**config.mk**
```make
export PLATFORM = sky130hd
export DESIGN_NAME = serial_frame_sched
export DESIGN_NICKNAME = d
export VERILOG_FILES = /design/src/rtl/serial_frame_sched.sv
export SDC_FILE = /design/constraint.sdc
export NUM_CORES = 1
export LEC_CHECK = 0
export CORE_MARGIN = 2
export CORE_UTILIZATION = 40
export DETAILED_ROUTE_END_ITERATION = 16
export DONT_BUFFER_PORTS = 1
export PLACE_DENSITY = 0.61
export SYNTH_ARGS = -nofsm -noshare
export SYNTH_HDL_FRONTEND = slang
export SYNTH_SLANG_ARGS = --single-unit
```
**constraint.sdc**
```tcl
create_clock -name clk -period 2.7 [get_ports clk]
set_input_delay 0.405 -clock clk [delete_from_list [all_inputs] [get_ports clk]]
set_output_delay 0.405 -clock clk [all_outputs]
set_load 0.03 [all_outputs]
```
**src/rtl/serial_frame_sched.sv**
```systemverilog
// serial_frame_sched: two-requester arbiter driving a 40-cycle serial command/read frame
//   clk, rst_n         : clock, asynchronous active-low reset
//   req0/req1, cmd0/1  : level requests with 7-bit command words, held until ack
//   dq_in              : serial read data from the target
//   count40            : frame cycle counter 0..39
//   dq_out             : serial command bit, two cycles per bit, MSB first
//   ack0/ack1          : one-cycle grant pulse at count40==39
//   busy               : current frame carries a granted transaction
//   rdata/rvalid/rid   : completed read word, its one-cycle strobe and owner
module serial_frame_sched (
    input  logic       clk,
    input  logic       rst_n,
    input  logic       req0,
    input  logic       req1,
    input  logic [6:0] cmd0,
    input  logic [6:0] cmd1,
    input  logic       dq_in,
    output logic [5:0] count40,
    output logic       dq_out,
    output logic       ack0,
    output logic       ack1,
    output logic       busy,
    output logic [9:0] rdata,
    output logic       rvalid,
    output logic       rid
);
    logic [5:0] cnt_q, cnt_d;
    logic       busy_q, busy_d, own_q, own_d, nxt_q, nxt_d, rid_q, rid_d;
    logic [6:0] cmd_q, cmd_d;
    logic [8:0] sh_q, sh_d;
    logic [9:0] rdata_q, rdata_d;
    logic       arb, g0, g1, rd_smp, rd_last, wr_win;

    always_comb begin
        arb     = cnt_q == 6'd39;
        // nxt_q names the requester favoured when both ask
        g0      = arb && req0 && (!req1 || !nxt_q);
        g1      = arb && req1 && (!req0 || nxt_q);
        cnt_d   = arb ? 6'd0 : cnt_q + 6'd1;
        busy_d  = arb ? (g0 || g1) : busy_q;
        cmd_d   = g0 ? cmd0 : g1 ? cmd1 : cmd_q;
        own_d   = (g0 || g1) ? g1 : own_q;
        nxt_d   = (g0 || g1) ? g0 : nxt_q;
        rd_smp  = busy_q && cnt_q[0] && cnt_q >= 6'd17 && cnt_q <= 6'd35;
        rd_last = rd_smp && cnt_q == 6'd35;
        sh_d    = rd_smp ? {sh_q[7:0], dq_in} : sh_q;
        // rdata only moves once the last bit arrives, so it is stable during the shift
        rdata_d = rd_last ? {sh_q, dq_in} : rdata_q;
        rid_d   = rd_last ? own_q : rid_q;
        wr_win  = busy_q && cnt_q >= 6'd2 && cnt_q <= 6'd15;
    end

    // within the write window cnt[3:1] runs 1..7, so its complement picks bits 6..0
    assign dq_out  = wr_win && cmd_q[~cnt_q[3:1]];
    assign count40 = cnt_q;
    assign ack0    = g0;
    assign ack1    = g1;
    assign busy    = busy_q;
    assign rvalid  = busy_q && cnt_q == 6'd36;
    assign rdata   = rdata_q;
    assign rid     = rid_q;

    always_ff @(posedge clk or negedge rst_n) begin
        if (!rst_n) begin
            cnt_q   <= '0;
            busy_q  <= 1'b0;
            own_q   <= 1'b0;
            nxt_q   <= 1'b0;
            cmd_q   <= '0;
            sh_q    <= '0;
            rdata_q <= '0;
            rid_q   <= 1'b0;
        end else begin
            cnt_q   <= cnt_d;
            busy_q  <= busy_d;
            own_q   <= own_d;
            nxt_q   <= nxt_d;
            cmd_q   <= cmd_d;
            sh_q    <= sh_d;
            rdata_q <= rdata_d;
            rid_q   <= rid_d;
        end
    end
endmodule

```
=== Word level (Yosys, flattened, before mapping) ===
Cells that the tools add are included.
Widths: inputs -> output; s select.

* Register bits after elaboration: 36
* Word-level logic and storage cells: 42

* Add/subtract/negate cells: 1
* $lt $le $gt $ge: 5
* Equality and inequality tests: 3
* Muxes and demuxes: 5
* Bitwise gates (word level): 1
* Reduce and logical (&&, ||, !) cells: 19

{| class="wikitable"
|+ Operators with widths
! kind !! number
|-
| $eq 6x6->1 const B || 3
|-
| $mux 7 || 2
|-
| $logic_and 1x1->1 || 12
|-
| $add 6x1->6 const B || 1
|-
| $ge 6x2->1 const B || 1
|-
| $ge 6x5->1 const B || 1
|-
| $le 6x4->1 const B || 1
|-
| $le 6x6->1 const B || 1
|-
| $mux 6 || 1
|-
| $lt 3x4->1 const B || 1
|-
| $bmux 1 s3 || 1
|-
| $logic_not 1->1 || 3
|-
| $logic_or 1x1->1 || 3
|-
| $not 3->3 || 1
|-
| $reduce_bool 2->1 || 1
|-
| $mux 1 || 1
|}

=== Logic depth before layout (Yosys ltp) ===
Gate-level depths: netlist of the first run.

* Depth after elaboration: 5
* Gate-level depth with buffers: 5
* Gate-level depth less buffers: 5

=== Worst setup path before layout of the first run ===
OpenSTA, ideal clock, no wires.

* Kind: register to output
* From: register cnt_q[4] (netlist: count40[4])
* To: output port ack1
* Data arrival time: 2087 ps
* Data required time: 2295 ps
* Path slack: 208 ps
* Stages on the path, launching flop included: 5
* Buffers on the path: 1
* Cells stage by stage: dfrtp_1 -> or3b_1 -> buf_6 -> or2_2 -> nor3_1

* Cells in the longest elaborated chain, start to end: 3

{| class="wikitable"
|+ RTL lines
! item !! line !! text
|-
| from (decl) || 27 || <nowiki>logic [5:0] cnt_q, cnt_d;</nowiki>
|-
| from (signal assigned) || 74 || <nowiki>cnt_q <= cnt_d;</nowiki>
|-
| $eq 6x6->1 || 35 || <nowiki>arb = cnt_q == 6'd39;</nowiki>
|-
| $logic_and 1x1->1 (2 in series) || 38 || <nowiki>g1 = arb && req1 && (!req0 || nxt_q);</nowiki>
|-
| to (decl) || 21 || <nowiki>output logic ack1,</nowiki>
|}

Every way passes these cells.

=== Worst setup path after layout of the first run ===
Same ends and word-level chain as after synthesis.

==> metrics.md, run 1 <==
| Metric | Value |
|---|---|
| Peak supply drop | ~0.31 mV |
| Core ar. | 4060 sq um |
| Fmax | ~420 MHz |
| Num Clock Sinks | 36 |
| Synth area leader | dfrtp_1 |
| Power per cell area | 599 nW/um^2 |
| Kind of critical path | flip-flop to output pin |
| Vias in the first global route | around 1000 |
| Leak Pwr | roughly 0.00086 uW |
| Simple-Gate Fraction of Synth Area | approximately 8% |
| Post-CTS Resized | 0 |
| 1st-iter DRT viols | about 60 |
| Die H | 69.2 um |
| Vias | 1007 |
| Adder-cell share of the synthesized area | under 10% |
| Nets | 161 |
| First-pass GRT wire length | slightly below 5 mm |
| Share of cells above drive strength 1 | about two fifths |
| Drt first pass iters | 4 |
| Post-DR vias/cell | about 5.3 |
| Final setup fails | 0 |
| Largest cells by area after synthesis | dfrtp_1, mux2_2, mux2_4 |
| Syn nets | roughly 150 |
| Fin crit period | about 2400 ps |
| Antenna Nets Post-Route | 0 |
| Initial antenna violation count | 0 |
| Clock root buffer | clkbuf_8 |
| Multi-input gate area | roughly 750 sq um |
| Inserted Diodes | 0 |
| Post-DP HPWL | about 2.2 mm |
| Drt wl/cell | ~16 um |
| Worst rel slew slack | between 50% and 60% |
| RD Place Congestion | 0.853 |
| Largest net degree at the start of global routing | 37 |
| Crit path arrival time | a little under 2000 ps |
| Die ar. | approximately 4800 sq um |
| Max-cap check violation count | 0 |
| TritonCTS Buffers | 5 |
| Post-synthesis mux area share | roughly a quarter |
| Yosys warns | 0 |
| Fraction of registers with async set/reset | 100% |
| Final setup TNS | 0 ps |
| Hold WC Path Type | primary input to flip-flop |
| Die X | between 60 and 70 um |
| Worst R2R Path Depth | 6 |
| Pins over their slew limit | 0 |
| Tot Pwr | 1150 uW |
| Seq/Total Area, Yosys | between 50% and 60% |
| Proportion of netlist area held by the largest area contributor | 52.9% |
| WL final | roughly 2.9 mm |
| Register area | 901 sq um |
| Synth Cell Area | ~1700 sq um |
| Clk_lat worst skew | around 290 ps |
| RSZ-0062 raised after global routing | false |
| Outcome | completed |
| Most used DFF post-synth | dfrtp_1 |
| Row cnt | 23 |
| Gate Count Post-Synth | ~120 |
| # DRC | 0 |
| Post-synthesis compound-gate area fraction | about 7.9% |
| Initial Util | about two fifths |
| CP Max Fanout | 7 |
| Clock transition at the registers of the reported paths | 70 ps |
| Clock Tree Buf Depth | 2 |
| Fill cell count | 346 |
| Clk_skew | 6.05 ps |
| XOR/XNOR share of the synthesized area | between 1.5 and 2% |
| Layout area overhead | 13.0% |
| TritonCTS clock tree | yes |
| GRT overflow | 0 |
| Final Hold Fails | 0 |
| CP endpoint kind | output pin |
| Ports | between 40 and 50 |
| Post-synth EDFFs | 0 |
| Port bufs | 0 |
| Utilization after layout | about 47% |
| Final cycle utilization of the critical path | between 80% and 90% |
| Netlist cell types | 33 |
| WHS Path Cells | 1 |
| Critical path required time | 2300 ps |
| Startpoint Class | flip-flop |
| GRT Total Usage | a little over an eighth |
| # H-tree levels | 2 |
| #FFs+latches synth | 36 |
| Worst Tran Pin Value | 608 ps |
| Avg Cell Area, Syn | ~14 sq um |
| Largest family of logic cells by synthesized area | multiplexers |
[report_power, final]
group | internal (uW) | switching, uW | total, uW | leakage [uW]
clock network | 179 | 191 | 370 | 0.0000479
registers | 594 | 79.4 | 674 | 0.000437
logic | 70.3 | 37.6 | 108 | 0.000379
total | 844 | 308 | 1150 | 0.000864
[state kept, by name, summed over array words and instances, names as in the netlist]
name and count:
rid 1, rdata 10, own_q 1, count40 6, nxt_q 1, cmd_q 7
busy 1, sh_q 9
[kinds of logic (layout without fill, tap and decap cells)]
logic type,count (synthesis),after routing
and+or+nand+nor,24,24
DFF,36,36
buffers and inverters,9,25
xor gates and xnor gates,3,3
AOI/OAI and AO/OA,15,15
adders and majority gates,4,4
muxes,32,32
[layout by cell type (no fill, tap or decap), types with 2 or more instances in the layout]
cell type / count
nor2_1: 7
buf_4: 9
a21oi_1: 2
inv_1: 6
ha_1: 4
o32ai_1: 2
a2bb2oi_1: 3
clkinv_2: 2
mux2_2: 21
mux2_4: 10
nand3_1: 3
nand2_1: 4
clkbuf_8: 5
xnor2_1: 2
dfrtp_1: 36
nor3_1: 2
[cell type report]
class,instances,share of cell area (%)
multi-input combinational,78,39.1
clock buffer,5,3.58
inverter,6,1.17
sequential,36,46.8
clock inverter,3,0.976
tap,50,3.25
timing repair buffer,11,5.07
[cells in the mapped netlist, drive strengths merged, types with 2 or more instances]
library cell  number
a21oi              2
nor2               7
xnor2              2
o32ai              3
nand2              4
a2bb2oi            3
ha                 4
buf                2
inv                6
dfrtp             36
mux2              31
nor3               3
nand3              3
[through the flow]
stage / std cells / setup slack [ps] / hold slack (ps) / instance area [sq um]
finish: 189 / 326 / 260 / 1920
global route: 189 / 232 / 253 / 1920
CTS: 189 / 317 / 249 / 1920
detailed placement: 179 / 633 / 110 / 1810
global placement: 179 / 704 / 110 / 1810
floorplan: 123 / 208 / 109 / 1700
[metal layers]
metal  part of all wire [%]  GRT usage [%]  up-vias
met5                      0              0        -
met1                     43           16.5      498
li1                       -              -      471
met4                    2.2           7.19        0
met3                    6.6           5.38        8
met2                     48           20.7       30
[critical path: stages (launching register included)]
cell,delay (ps)
dfrtp_1,380
or3b_1,520
or2_2,370
nor3_1,210
buf_4,200
[final timing paths]
check,from,end,slack (ps)
setup / recovery,count40[4],ack1,330
hold / removal,dq_in,rdata[0],260
setup reg to reg,count40[1],sh_q[4],610
hold reg to reg,cmd_q[0],cmd_q[0],500
max in group asynchronous,rst_n,count40[3],1960
min in group asynchronous,rst_n,rdata[3],560
[timing repair]
| action | in CTS | in global routing |
|---|---|---|
| setup buffers | 0 | 0 |
| hold buffers | 2 | 0 |
| endpoints found under the hold margin | 36 | 0 |
Power figures use the tool's default switching activity.
==> run 2, diff against run 1 <==
--- a/config.mk
+++ b/config.mk
@@ -5,11 +5,13 @@
 export SDC_FILE = /design/constraint.sdc
 export NUM_CORES = 1
 export LEC_CHECK = 0
+export CAP_MARGIN = 0
 export CORE_MARGIN = 2
 export CORE_UTILIZATION = 40
 export DETAILED_ROUTE_END_ITERATION = 16
 export DONT_BUFFER_PORTS = 1
 export PLACE_DENSITY = 0.61
+export SKIP_CTS_REPAIR_TIMING = 1
 export SYNTH_ARGS = -nofsm -noshare
 export SYNTH_HDL_FRONTEND = slang
 export SYNTH_SLANG_ARGS = --single-unit
==> results of run 2 <==
Same layout as run 1: the final DEF is identical, and so are final timing and power.
Main changes from that run: wire length of the first global-routing pass 4970 um -> 4950 um; via count of the first global-routing pass 1023 -> 1017; overall routing resource usage 13.6% -> 13.5%; met1 usage 16.5% -> 16.3%
==> run 3, diff against run 2 <==
--- a/config.mk
+++ b/config.mk
@@ -8,6 +8,7 @@
 export CAP_MARGIN = 0
 export CORE_MARGIN = 2
 export CORE_UTILIZATION = 40
+export CTS_CLUSTER_SIZE = 20
 export DETAILED_ROUTE_END_ITERATION = 16
 export DONT_BUFFER_PORTS = 1
 export PLACE_DENSITY = 0.61
==> results of run 3 <==
Same layout as run 1: the final DEF is identical, and so are final timing and power.
Main changes from that run: wire length of the first global-routing pass 4970 um -> 4950 um; via count of the first global-routing pass 1023 -> 1017; overall routing resource usage 13.6% -> 13.5%; met1 usage 16.5% -> 16.3%
